**config.mk**
```make
export PLATFORM = sky130hd
export DESIGN_NAME = clk_rst_sequencer
export DESIGN_NICKNAME = d
export VERILOG_FILES = /design/src/rtl/clk_rst_sequencer.sv
export SDC_FILE = /design/constraint.sdc
export NUM_CORES = 1
export LEC_CHECK = 0
export CAP_MARGIN = 10
export CORE_MARGIN = 4
export CORE_UTILIZATION = 55
export DETAILED_ROUTE_END_ITERATION = 8
export GPL_ROUTABILITY_DRIVEN = 0
export PLACE_DENSITY = 0.78
export SLEW_MARGIN = 30
export SYNTH_ARGS = -nofsm -noshare
export SYNTH_HDL_FRONTEND = slang
export SYNTH_SLANG_ARGS = --single-unit
```
**constraint.sdc**
```tcl
create_clock -name epb_clk -period 2.3 [get_ports epb_clk]
set_input_delay 0.23 -clock epb_clk [delete_from_list [all_inputs] [get_ports epb_clk]]
set_output_delay 0.23 -clock epb_clk [all_outputs]
set_load 0.02 [all_outputs]
```
**src/rtl/clk_rst_sequencer.sv**
```systemverilog
// clk_rst_sequencer
// Power-up and recovery sequencer for the board clock infrastructure, clocked
// from the free-running EPB clock. Order of events: hold the MMCM in reset,
// qualify LOCKED, pulse the IDELAYCTRL reset, wait for RDY, then release the
// design-wide power-on reset. Lock loss, RDY loss or a software request
// re-runs only the part of the sequence that is needed.
//
// Optional build macro: CLK_RST_SEQ_LOCK_FILTER_EN
//   defined   - in RUN, lock loss needs 4 consecutive low cycles of the
//               synchronized LOCKED; shorter dropouts are ignored.
//   undefined - in RUN, a single low cycle of synchronized LOCKED is a loss.
// Outside RUN, every state reacts to a single low cycle regardless.

module clk_rst_sequencer #(
  parameter int MMCM_RST_CYCLES     = 16,
  parameter int LOCK_TIMEOUT_CYCLES = 65536,
  parameter int LOCK_STABLE_CYCLES  = 1024,
  parameter int IDELAY_RST_CYCLES   = 8,
  parameter int RDY_TIMEOUT_CYCLES  = 4096
) (
  input  logic       epb_clk,
  input  logic       rst,
  input  logic       mmcm_locked,
  input  logic       idelay_rdy,
  input  logic       force_rst,
  output logic       mmcm_rst,
  output logic       idelay_rst,
  output logic       op_power_on_rst,
  output logic       sys_rdy,
  output logic [7:0] relock_count,
  output logic       timeout_err
);

  function automatic int max_int(input int a, input int b);
    return (a > b) ? a : b;
  endfunction

  // The single shared counter is sized for the longest interval.
  localparam int MAX_CYCLES = max_int(max_int(max_int(MMCM_RST_CYCLES, LOCK_TIMEOUT_CYCLES),
                                              max_int(LOCK_STABLE_CYCLES, IDELAY_RST_CYCLES)),
                                      RDY_TIMEOUT_CYCLES);
  localparam int CNT_W = ($clog2(MAX_CYCLES) < 1) ? 1 : $clog2(MAX_CYCLES);

  localparam logic [CNT_W-1:0] MMCM_LAST   = CNT_W'(MMCM_RST_CYCLES - 1);
  localparam logic [CNT_W-1:0] LOCK_TO_LAST = CNT_W'(LOCK_TIMEOUT_CYCLES - 1);
  localparam logic [CNT_W-1:0] STABLE_LAST = CNT_W'(LOCK_STABLE_CYCLES - 1);
  localparam logic [CNT_W-1:0] IDLY_LAST   = CNT_W'(IDELAY_RST_CYCLES - 1);
  localparam logic [CNT_W-1:0] RDY_TO_LAST = CNT_W'(RDY_TIMEOUT_CYCLES - 1);
  localparam logic [CNT_W-1:0] CNT_MAX     = '1;

  typedef enum logic [2:0] {
    S_MMCM_RST    = 3'd0,
    S_WAIT_LOCK   = 3'd1,
    S_LOCK_STABLE = 3'd2,
    S_IDLY_RST    = 3'd3,
    S_WAIT_RDY    = 3'd4,
    S_RUN         = 3'd5
  } state_t;

  state_t           r_state;
  state_t           w_state_nxt;
  logic [CNT_W-1:0] r_cnt;
  logic [1:0]       r_lock_sync;
  logic [1:0]       r_rdy_sync;
  logic             r_mmcm_rst;
  logic             r_idelay_rst;
  logic             r_por;
  logic             r_sys_rdy;
  logic [7:0]       r_relock_count;
  logic             r_timeout_err;

  logic             w_lock_s;
  logic             w_rdy_s;
  logic             w_lock_loss;
  logic             w_timeout;
  logic             w_relock_inc;

  assign w_lock_s = r_lock_sync[1];
  assign w_rdy_s  = r_rdy_sync[1];

  // Two-flop synchronizers for the asynchronous LOCKED and RDY inputs.
  always_ff @(posedge epb_clk) begin
    // NOTE: non-blocking assignments let every flop sample pre-edge values,
    // independent of statement order.
    if (rst) begin
      r_lock_sync <= 2'b00;
      r_rdy_sync  <= 2'b00;
    end else begin
      r_lock_sync <= {r_lock_sync[0], mmcm_locked};
      r_rdy_sync  <= {r_rdy_sync[0], idelay_rdy};
    end
  end

`ifdef CLK_RST_SEQ_LOCK_FILTER_EN
  logic [1:0] r_flt_cnt;

  // Counts consecutive low lock cycles while RUN is held; clears otherwise.
  always_ff @(posedge epb_clk) begin
    if (rst) begin
      r_flt_cnt <= 2'd0;
    end else if (r_state != S_RUN || w_state_nxt != S_RUN || w_lock_s) begin
      r_flt_cnt <= 2'd0;
    end else if (r_flt_cnt != 2'd3) begin
      r_flt_cnt <= r_flt_cnt + 2'd1;
    end
  end

  // The fourth consecutive low cycle is the one that counts as a loss.
  assign w_lock_loss = (r_state == S_RUN) && !w_lock_s && (r_flt_cnt == 2'd3);
`else
  // Any low cycle of synchronized lock in RUN is a loss.
  assign w_lock_loss = (r_state == S_RUN) && !w_lock_s;
`endif

  // Next-state decode; lock problems take priority over every other event.
  always_comb begin
    // NOTE: every output of this block gets a default first, so no path can
    // infer a latch.
    w_state_nxt  = r_state;
    w_timeout    = 1'b0;
    w_relock_inc = 1'b0;
    case (r_state)
      S_MMCM_RST: begin
        if (r_cnt == MMCM_LAST) w_state_nxt = S_WAIT_LOCK;
      end
      S_WAIT_LOCK: begin
        if (w_lock_s) begin
          w_state_nxt = S_LOCK_STABLE;
        end else if (r_cnt == LOCK_TO_LAST) begin
          w_timeout   = 1'b1;
          w_state_nxt = S_MMCM_RST;
        end
      end
      S_LOCK_STABLE: begin
        if (!w_lock_s)                 w_state_nxt = S_WAIT_LOCK;
        else if (r_cnt == STABLE_LAST) w_state_nxt = S_IDLY_RST;
      end
      S_IDLY_RST: begin
        if (!w_lock_s)               w_state_nxt = S_MMCM_RST;
        else if (r_cnt == IDLY_LAST) w_state_nxt = S_WAIT_RDY;
      end
      S_WAIT_RDY: begin
        if (!w_lock_s) begin
          w_state_nxt = S_MMCM_RST;
        end else if (w_rdy_s) begin
          w_state_nxt = S_RUN;
        end else if (r_cnt == RDY_TO_LAST) begin
          w_timeout   = 1'b1;
          w_state_nxt = S_IDLY_RST;
        end
      end
      S_RUN: begin
        if (w_lock_loss) begin
          w_relock_inc = 1'b1;
          w_state_nxt  = S_MMCM_RST;
        end else if (force_rst) begin
          w_state_nxt = S_MMCM_RST;
        end else if (!w_rdy_s) begin
          w_state_nxt = S_IDLY_RST;
        end
      end
      default: w_state_nxt = S_MMCM_RST;
    endcase
  end

  // State register and shared interval counter (cleared on any state change).
  always_ff @(posedge epb_clk) begin
    if (rst) begin
      r_state <= S_MMCM_RST;
      r_cnt   <= '0;
    end else begin
      r_state <= w_state_nxt;
      if (w_state_nxt != r_state) r_cnt <= '0;
      else if (r_cnt != CNT_MAX)  r_cnt <= r_cnt + CNT_W'(1);
    end
  end

  // Registered decode of next state, so outputs move with the state register.
  always_ff @(posedge epb_clk) begin
    if (rst) begin
      r_mmcm_rst     <= 1'b1;
      r_idelay_rst   <= 1'b0;
      r_por          <= 1'b1;
      r_sys_rdy      <= 1'b0;
      r_relock_count <= 8'd0;
      r_timeout_err  <= 1'b0;
    end else begin
      r_mmcm_rst    <= (w_state_nxt == S_MMCM_RST);
      r_idelay_rst  <= (w_state_nxt == S_IDLY_RST);
      r_por         <= (w_state_nxt != S_RUN);
      r_sys_rdy     <= (w_state_nxt == S_RUN);
      r_timeout_err <= r_timeout_err | w_timeout;
      if (w_relock_inc && r_relock_count != 8'hFF) r_relock_count <= r_relock_count + 8'd1;
    end
  end

  assign mmcm_rst        = r_mmcm_rst;
  assign idelay_rst      = r_idelay_rst;
  assign op_power_on_rst = r_por;
  assign sys_rdy         = r_sys_rdy;
  assign relock_count    = r_relock_count;
  assign timeout_err     = r_timeout_err;

endmodule

```
==> summary.md, run 1 <==
| Metric | Value |
|---|---|
| Seq/Total Area, Yosys | `40.8%` |
| Static leakage | `0.851 nW` |
| Post-Place Cells | `275` |
| Avg Cell Area, Syn | `8.96 um^2` |
| # hold bufs at CTS | `0` |
| DRC | `0` |
| Largest family of logic cells by synthesized area | `simple AND/OR/NAND/NOR gates` |
| Antenna Nets Post-Route | `0` |
| Fin. Hold Viols | `0` |
| Adder-cell share of the synthesized area | `1.42%` |
| Vias per std cell | `5.62` |
| GRT Residual Overflow | `0` |
| Max-slew violation count | `0` |
| N_diodes | `0` |
| Fraction of registers with async set/reset | `0%` |
| Syn Nets | `204` |
| PortBufs | `17` |
| Crit path DAT | `2.51 ns` |
| Iteration count of the initial detailed-routing pass | `4` |
| XOR/XNOR share of the synthesized area | `9.85%` |
| Initial antenna violation count | `0` |
| Die height | `64.7 um` |
| Synth area leaders | `dfxtp_1 (41%), nor3_1 (6.5%), xnor2_1 (5.5%)` |
| Clock Tree Buf Depth | `2` |
| Clk_lat worst skew | `0.34 ns` |
| Most common cell on crit path | `buf_4` |
| Post-Synthesis Cell Area | `1770 um^2` |
| Kind of critical path | `flop to flop` |
| Fin crit period | `2.28 ns` |
| Crit-path slowest cell | `dfxtp_2` |
| CTS Sinks | `36` |
| Ports | `18` |
| Largest net degree at the start of global routing | `20` |
| Clk_skew | `0.00317 ns` |
| Crit path cell chain | `ha_4 > nor4bb_2 > nand4_1 > buf_4 > o22ai_2 > nor4b_4 > buf_4 > xnor2_4 > buf_12 > nor3_1` |
| Final core area utilization | `77.0%` |
| Final Routed Wirelength | `4360 um` |
| Die area | `4180 um^2` |
| Crit Path Max Fanout | `8` |
| Hold slack | `0.436 ns` |
| Total track usage | `21.8%` |
| Most frequent cells in the layout | `dfxtp_1 (30), buf_4 (27), nor2_1 (22), nor3_1 (22), clkdlybuf4s50_1 (17)` |
| Vias after detailed routing | `1625` |
| Ys flop type | `dfxtp_1` |
| CTS tree | `built` |
| P&R area growth vs syn | `33.2%` |
| CTS Root Cell | `clkbuf_4` |
| Post-synth cell types | `47` |
| Initial Util | `57.8%` |
| Synthesized-area fraction occupied by and/or/nand/nor cells | `34.8%` |
| Compound-cell area share of the yosys netlist | `9.21%` |
| CP required | `2.54 ns` |
| Fin crit share | `99.0%` |
| TNS Setup | `0 ns` |
| Mux cell area share after synthesis | `1.13%` |
| Post-synthesis register bit count | `36` |
| Synth Instances | `197` |
| Max-cap viol count | `0` |
| Top cell type's share of synthesized area | `40.8%` |
| Post-synth EDFFs | `0` |
| Worst IR Drop VDD | `413 uV` |
| F_max | `439 MHz` |
| Post-route insts no fill | `289` |
| Share of cells above drive strength 1 | `24.1%` |
| Wire per inst | `15.1 um` |
| Worst slew pin tran | `0.468 ns` |
| First-pass GRT wire length | `7030 um` |
| Relative slew margins | `68.6%` |
| Vias in the first global route | `1565` |
| Setup violations, final | `0` |
| Floorplan core area | `3050 um^2` |
| Status | `completed` |
| HPWL Detailed | `2970 um` |
| Clk slew on worst S/H paths | `0.10 ns` |
| Die width | `64.7 um` |
| Row Count | `20` |
| Worst stage delay on the critical path | `0.39 ns` |
| H-tree depth | `2` |
| Cell taking the most area after synthesis | `dfxtp_1` |
| CTS Buf Count | `5` |
| Commonest non-fill, non-tap cell in the layout | `dfxtp_1` |
| CP Capture Type | `flop` |
| Power per cell area | `476 nW/um^2` |
| Tightest Hold Check Type | `input port to flop` |
| Nets | `251` |
| DR iter-0 viols | `88` |
| Startpoint Class | `flop` |
| Syn. warnings | `0` |
report_power, final:
| part | internal, mW | total [mW] | switching, mW | leakage (nW) |
|---|---|---|---|---|
| clock | 0.228 | 0.429 | 0.201 | 0.0422 |
| sequential | 0.632 | 0.640 | 0.00847 | 0.294 |
| combinational | 0.0268 | 0.0507 | 0.0239 | 0.514 |
| total | 0.886 | 1.12 | 0.233 | 0.851 |
Yosys cell counts, types with 2 or more instances:
master / number
mux2i_1: 2
nand2_1: 12
o21ai_0: 5
o21bai_1: 2
a21oi_1: 4
ha_1: 2
xnor2_1: 11
nand4_1: 4
dfxtp_1: 36
nor2b_1: 6
nand3_1: 11
nand2b_1: 3
nand3b_1: 2
xor2_1: 7
and3_1: 4
o211ai_1: 2
nor4bb_1: 2
buf_2: 2
nor2_1: 22
and4_1: 4
inv_1: 4
nor4_4: 2
clkbuf_1: 2
nor3_1: 23
sequential cells by signal, indices dropped and copies added (netlist names):
register         flops
r_cnt               16
relock_count         8
r_state              3
r_lock_sync          2
r_rdy_sync           2
idelay_rst           1
mmcm_rst             1
op_power_on_rst      1
sys_rdy              1
timeout_err          1
per-stage QoR:
stage                     setup WS (ns)  total power [mW]  cell area [um^2]
after floorplan                   0.134             0.673              1770
after global placement           0.0501             0.689              2140
after detailed placement        -0.0415             0.692              2140
after CTS                        0.0344              1.12              2290
after global routing            -0.0411              1.17              2350
final                            0.0220              1.12              2350
cell type report:
| type | instances | area [um^2] |
|---|---|---|
| Multi-Input combinational cell | 152 | 1080 |
| Clock buffer | 6 | 41.3 |
| Inverter | 4 | 15.0 |
| Clock inverter | 2 | 35.0 |
| Fill cell | 216 | 701 |
| Tap cell | 44 | 55.1 |
| Sequential cell | 36 | 728 |
| Timing Repair Buffer | 45 | 393 |
cells by family after synthesis:
logic type	count (synthesis)
AO/OA/AOI/OAI	23
XOR/XNOR	19
adder cells (fa/ha/maj)	2
buffers and inverters	10
flip-flops	36
multiplexers	2
AND/OR/NAND/NOR	105
worst paths after layout:
path	startpoint	slack [ns]	cells past startpoint	endpoint
max	r_cnt[0]$_SDFFE_PP0N_	0.02	10	r_cnt[8]$_SDFFE_PP0N_
min	mmcm_locked	0.44	2	r_lock_sync[0]$_SDFF_PP0_
min reg2reg	r_lock_sync[0]$_SDFF_PP0_	0.45	1	r_lock_sync[1]$_SDFF_PP0_
max reg2reg	r_cnt[0]$_SDFFE_PP0N_	0.02	10	r_cnt[8]$_SDFFE_PP0N_
worst max-delay path, delay by kind of cell (launching register included):
family | cells | cell delay, ns
AOI/OAI and AO/OA | 1 | 0.18
xor gates and xnor gates | 1 | 0.29
adders and majority gates | 1 | 0.17
buffers and inverters | 3 | 0.53
DFF | 1 | 0.39
and+or+nand+nor | 4 | 0.61
what timing repair did:
action / in CTS / in global routing
gates cloned: 1 / 0
endpoints found under the setup margin: 15 / 19
pin swaps: 4 / 5
resized for setup: 4 / 13
setup buffers: 4 / 1
routing by layer:
metal / global-route usage [%] / wire length (um) / up-vias
met4: 10.3 / 157 / 0
li1: - / - / 800
met2: 35.2 / 2200 / 41
met5: 0 / 0 / -
met3: 7.63 / 183 / 16
met1: 25.8 / 1820 / 768
Note: power is estimated with default switching activity, not from simulation.
==> run 2: changes to the inputs <==
--- a/config.mk
+++ b/config.mk
@@ -7,10 +7,10 @@
 export LEC_CHECK = 0
 export CAP_MARGIN = 10
 export CORE_MARGIN = 4
-export CORE_UTILIZATION = 55
+export CORE_UTILIZATION = 25
 export DETAILED_ROUTE_END_ITERATION = 8
 export GPL_ROUTABILITY_DRIVEN = 0
-export PLACE_DENSITY = 0.78
+export PLACE_DENSITY = 0.42
 export SLEW_MARGIN = 30
 export SYNTH_ARGS = -nofsm -noshare
 export SYNTH_HDL_FRONTEND = slang
==> run 2 against run 1 <==
Compared with the run above: power rose by 5.0%; highest routed layer unchanged; cell count rose by 16%; clock power rose by 13%; largest power group unchanged; critical endpoint is now r_cnt[5]$_SDFFE_PP0N_.
==> summary.md, run 2 (synthesized netlist as in run 1, its figures left out) <==
| Metric | Value |
|---|---|
| # hold bufs at CTS | `0 (unchanged)` |
| DR iter-0 viols | `73 (was 88)` |
| Tightest Hold Check Type | `flop to flop (was input port to flop)` |
| Max-cap viol count | `0 (unchanged)` |
| CP required | `2.47 ns (was 2.54 ns)` |
| Row Count | `30 (was 20)` |
| CTS tree | `built (unchanged)` |
| Kind of cell adding the most delay to the critical path | `simple AND/OR/NAND/NOR gates (unchanged)` |
| Wire per inst | `12.6 um (was 15.1 um)` |
| Startpoint Class | `flop (unchanged)` |
| TNS Setup | `0 ns (unchanged)` |
| Iteration count of the initial detailed-routing pass | `4 (unchanged)` |
| Fin crit period | `2.17 ns (was 2.28 ns)` |
| Worst IR Drop VDD | `182 uV (was 413 uV)` |
| Floorplan core area | `6830 um^2 (was 3050 um^2)` |
| Static leakage | `0.846 nW (was 0.851 nW)` |
| RSZ-0062 raised after global routing | `false` |
| Vias after detailed routing | `1504 (was 1625)` |
| Max-slew violation count | `0 (unchanged)` |
| CTS Buf Count | `5 (unchanged)` |
| Busiest grt layer | `met2 (unchanged)` |
| Worst slew pin tran | `0.464 ns (was 0.468 ns)` |
| Initial Util | `25.8% (was 57.8%)` |
| Vias per std cell | `4.48 (was 5.62)` |
| Crit path cell chain | `nand4_2 > or4_4 > o211ai_1 > nor4b_4 > xnor2_4 > clkbuf_16 > nor3_1 (was ha_4 > nor4bb_2 > nand4_1 > buf_4 > o22ai_2 > nor4b_4 > buf_4 > xnor2_4 > buf_12 > nor3_1)` |
| Clock Tree Buf Depth | `2 (unchanged)` |
| Register area | `728 um^2 (unchanged)` |
| Worst stage delay on the critical path | `0.57 ns (was 0.39 ns)` |
| Final Routed Wirelength | `4220 um (was 4360 um)` |
| PortBufs | `17 (unchanged)` |
| Crit Path Max Fanout | `6 (was 8)` |
| Antenna Nets Post-Route | `0 (unchanged)` |
| CTS Sinks | `36 (unchanged)` |
| Fin. Hold Viols | `0 (unchanged)` |
| Clk slew on worst S/H paths | `0.07 ns (was 0.10 ns)` |
| Initial antenna violation count | `0 (unchanged)` |
| Kind of critical path | `flop to flop (unchanged)` |
| Share of cells above drive strength 1 | `22.5% (was 24.1%)` |
| Status | `completed (unchanged)` |
| Clk_skew | `0.00626 ns (was 0.00317 ns)` |
| P&R area growth vs syn | `36.2% (was 33.2%)` |
| Die width | `92.0 um (was 64.7 um)` |
| Setup violations, final | `0 (unchanged)` |
| Die area | `8470 um^2 (was 4180 um^2)` |
| Max reg flops | `16 (unchanged)` |
| Commonest non-fill, non-tap cell in the layout | `dfxtp_1 (unchanged)` |
| Crit path DAT | `2.34 ns (was 2.51 ns)` |
| GR Util met1 | `14.5% (was 25.8%)` |
| Crit-path slowest cell | `or4_4 (was dfxtp_2)` |
| Met3 global-route usage | `2.79% (was 7.63%)` |
| CP bufs+invs | `1 (was 3)` |
| N_diodes | `0 (unchanged)` |
| Power per cell area | `489 nW/um^2 (was 476 nW/um^2)` |
| Vias in the first global route | `1447 (was 1565)` |
| Nets | `247 (was 251)` |
| Relative slew margins | `68.8% (was 68.6%)` |
| F_max | `462 MHz (was 439 MHz)` |
| CTS Root Cell | `clkbuf_8 (was clkbuf_4)` |
| Total track usage | `10.1% (was 21.8%)` |
| Fin crit share | `94.2% (was 99.0%)` |
| Ports | `18 (unchanged)` |
| Final core area utilization | `35.2% (was 77.0%)` |
| Most frequent cells in the layout | `dfxtp_1 (30), buf_4 (23), nor2_1 (22) (was dfxtp_1 (30), buf_4 (27), nor2_1 (22), nor3_1 (22), clkdlybuf4s50_1 (17))` |
| Multi-input gate area | `1060 um^2 (was 1080 um^2)` |
| GRT Residual Overflow | `0 (unchanged)` |
| H-tree depth | `2 (unchanged)` |
| CP Capture Type | `flop (unchanged)` |
| HPWL Detailed | `3070 um (was 2970 um)` |
| DRC | `0 (unchanged)` |
| Clk_lat worst skew | `0.28 ns (was 0.34 ns)` |
| Hold slack | `0.439 ns (was 0.436 ns)` |
| Die height | `92.0 um (was 64.7 um)` |
| Largest net degree at the start of global routing | `20 (unchanged)` |
| First-pass GRT wire length | `6890 um (was 7030 um)` |
| Filler Cell Count | `731 (was 216)` |
| Largest reg by FF count | `r_cnt (unchanged)` |
| M2 GR Usage | `14.8% (was 35.2%)` |
-- run 2: per-layer routing --
layer | up-vias | routed length (um)
met5 | - | 0
met4 | 0 | 32
met3 | 4 | 150
met2 | 24 | 1850
met1 | 685 | 2180
li1 | 791 | -
-- run 2: metrics by stage --
stage          power (mW)  cell area [um^2]  std cells  setup slack (ns)
6_report             1.18              2400        336             0.134
5_1_grt              1.23              2400        336           0.00292
4_1_cts              1.18              2300        334           0.00515
3_5_place_dp        0.698              2210        327            0.0228
3_3_place_gp        0.698              2210        327            0.0287
2_1_floorplan       0.673              1770        197             0.134
-- run 2: final timing paths --
path	start	endpoint	slack (ns)	cells after the start
setup reg to reg	r_cnt[9]$_SDFFE_PP0N_	r_cnt[5]$_SDFFE_PP0N_	0.13	7
setup / recovery	r_cnt[9]$_SDFFE_PP0N_	r_cnt[5]$_SDFFE_PP0N_	0.13	7
hold / removal	r_lock_sync[0]$_SDFF_PP0_	r_lock_sync[1]$_SDFF_PP0_	0.44	1
hold reg to reg	r_lock_sync[0]$_SDFF_PP0_	r_lock_sync[1]$_SDFF_PP0_	0.44	1
-- run 2: cell type report --
class                           count  area share [%]
Clock buffer                        7            4.01
Inverter                            4           0.624
Multi-Input combinational cell    151            44.0
Sequential cell                    36            30.3
Tap cell                           96            4.99
Timing Repair Buffer               42            16.1
-- run 2: repair_timing --
action                                  in CTS  in global routing
buffers inserted                             0                  1
endpoints found under the setup margin       0                 17
gates resized for setup                      0                 16
-- run 2: power breakdown --
group,total [mW],switching [mW],internal [mW]
Combinational,0.0534,0.0244,0.0289
Sequential,0.638,0.00645,0.632
Clock,0.484,0.217,0.267
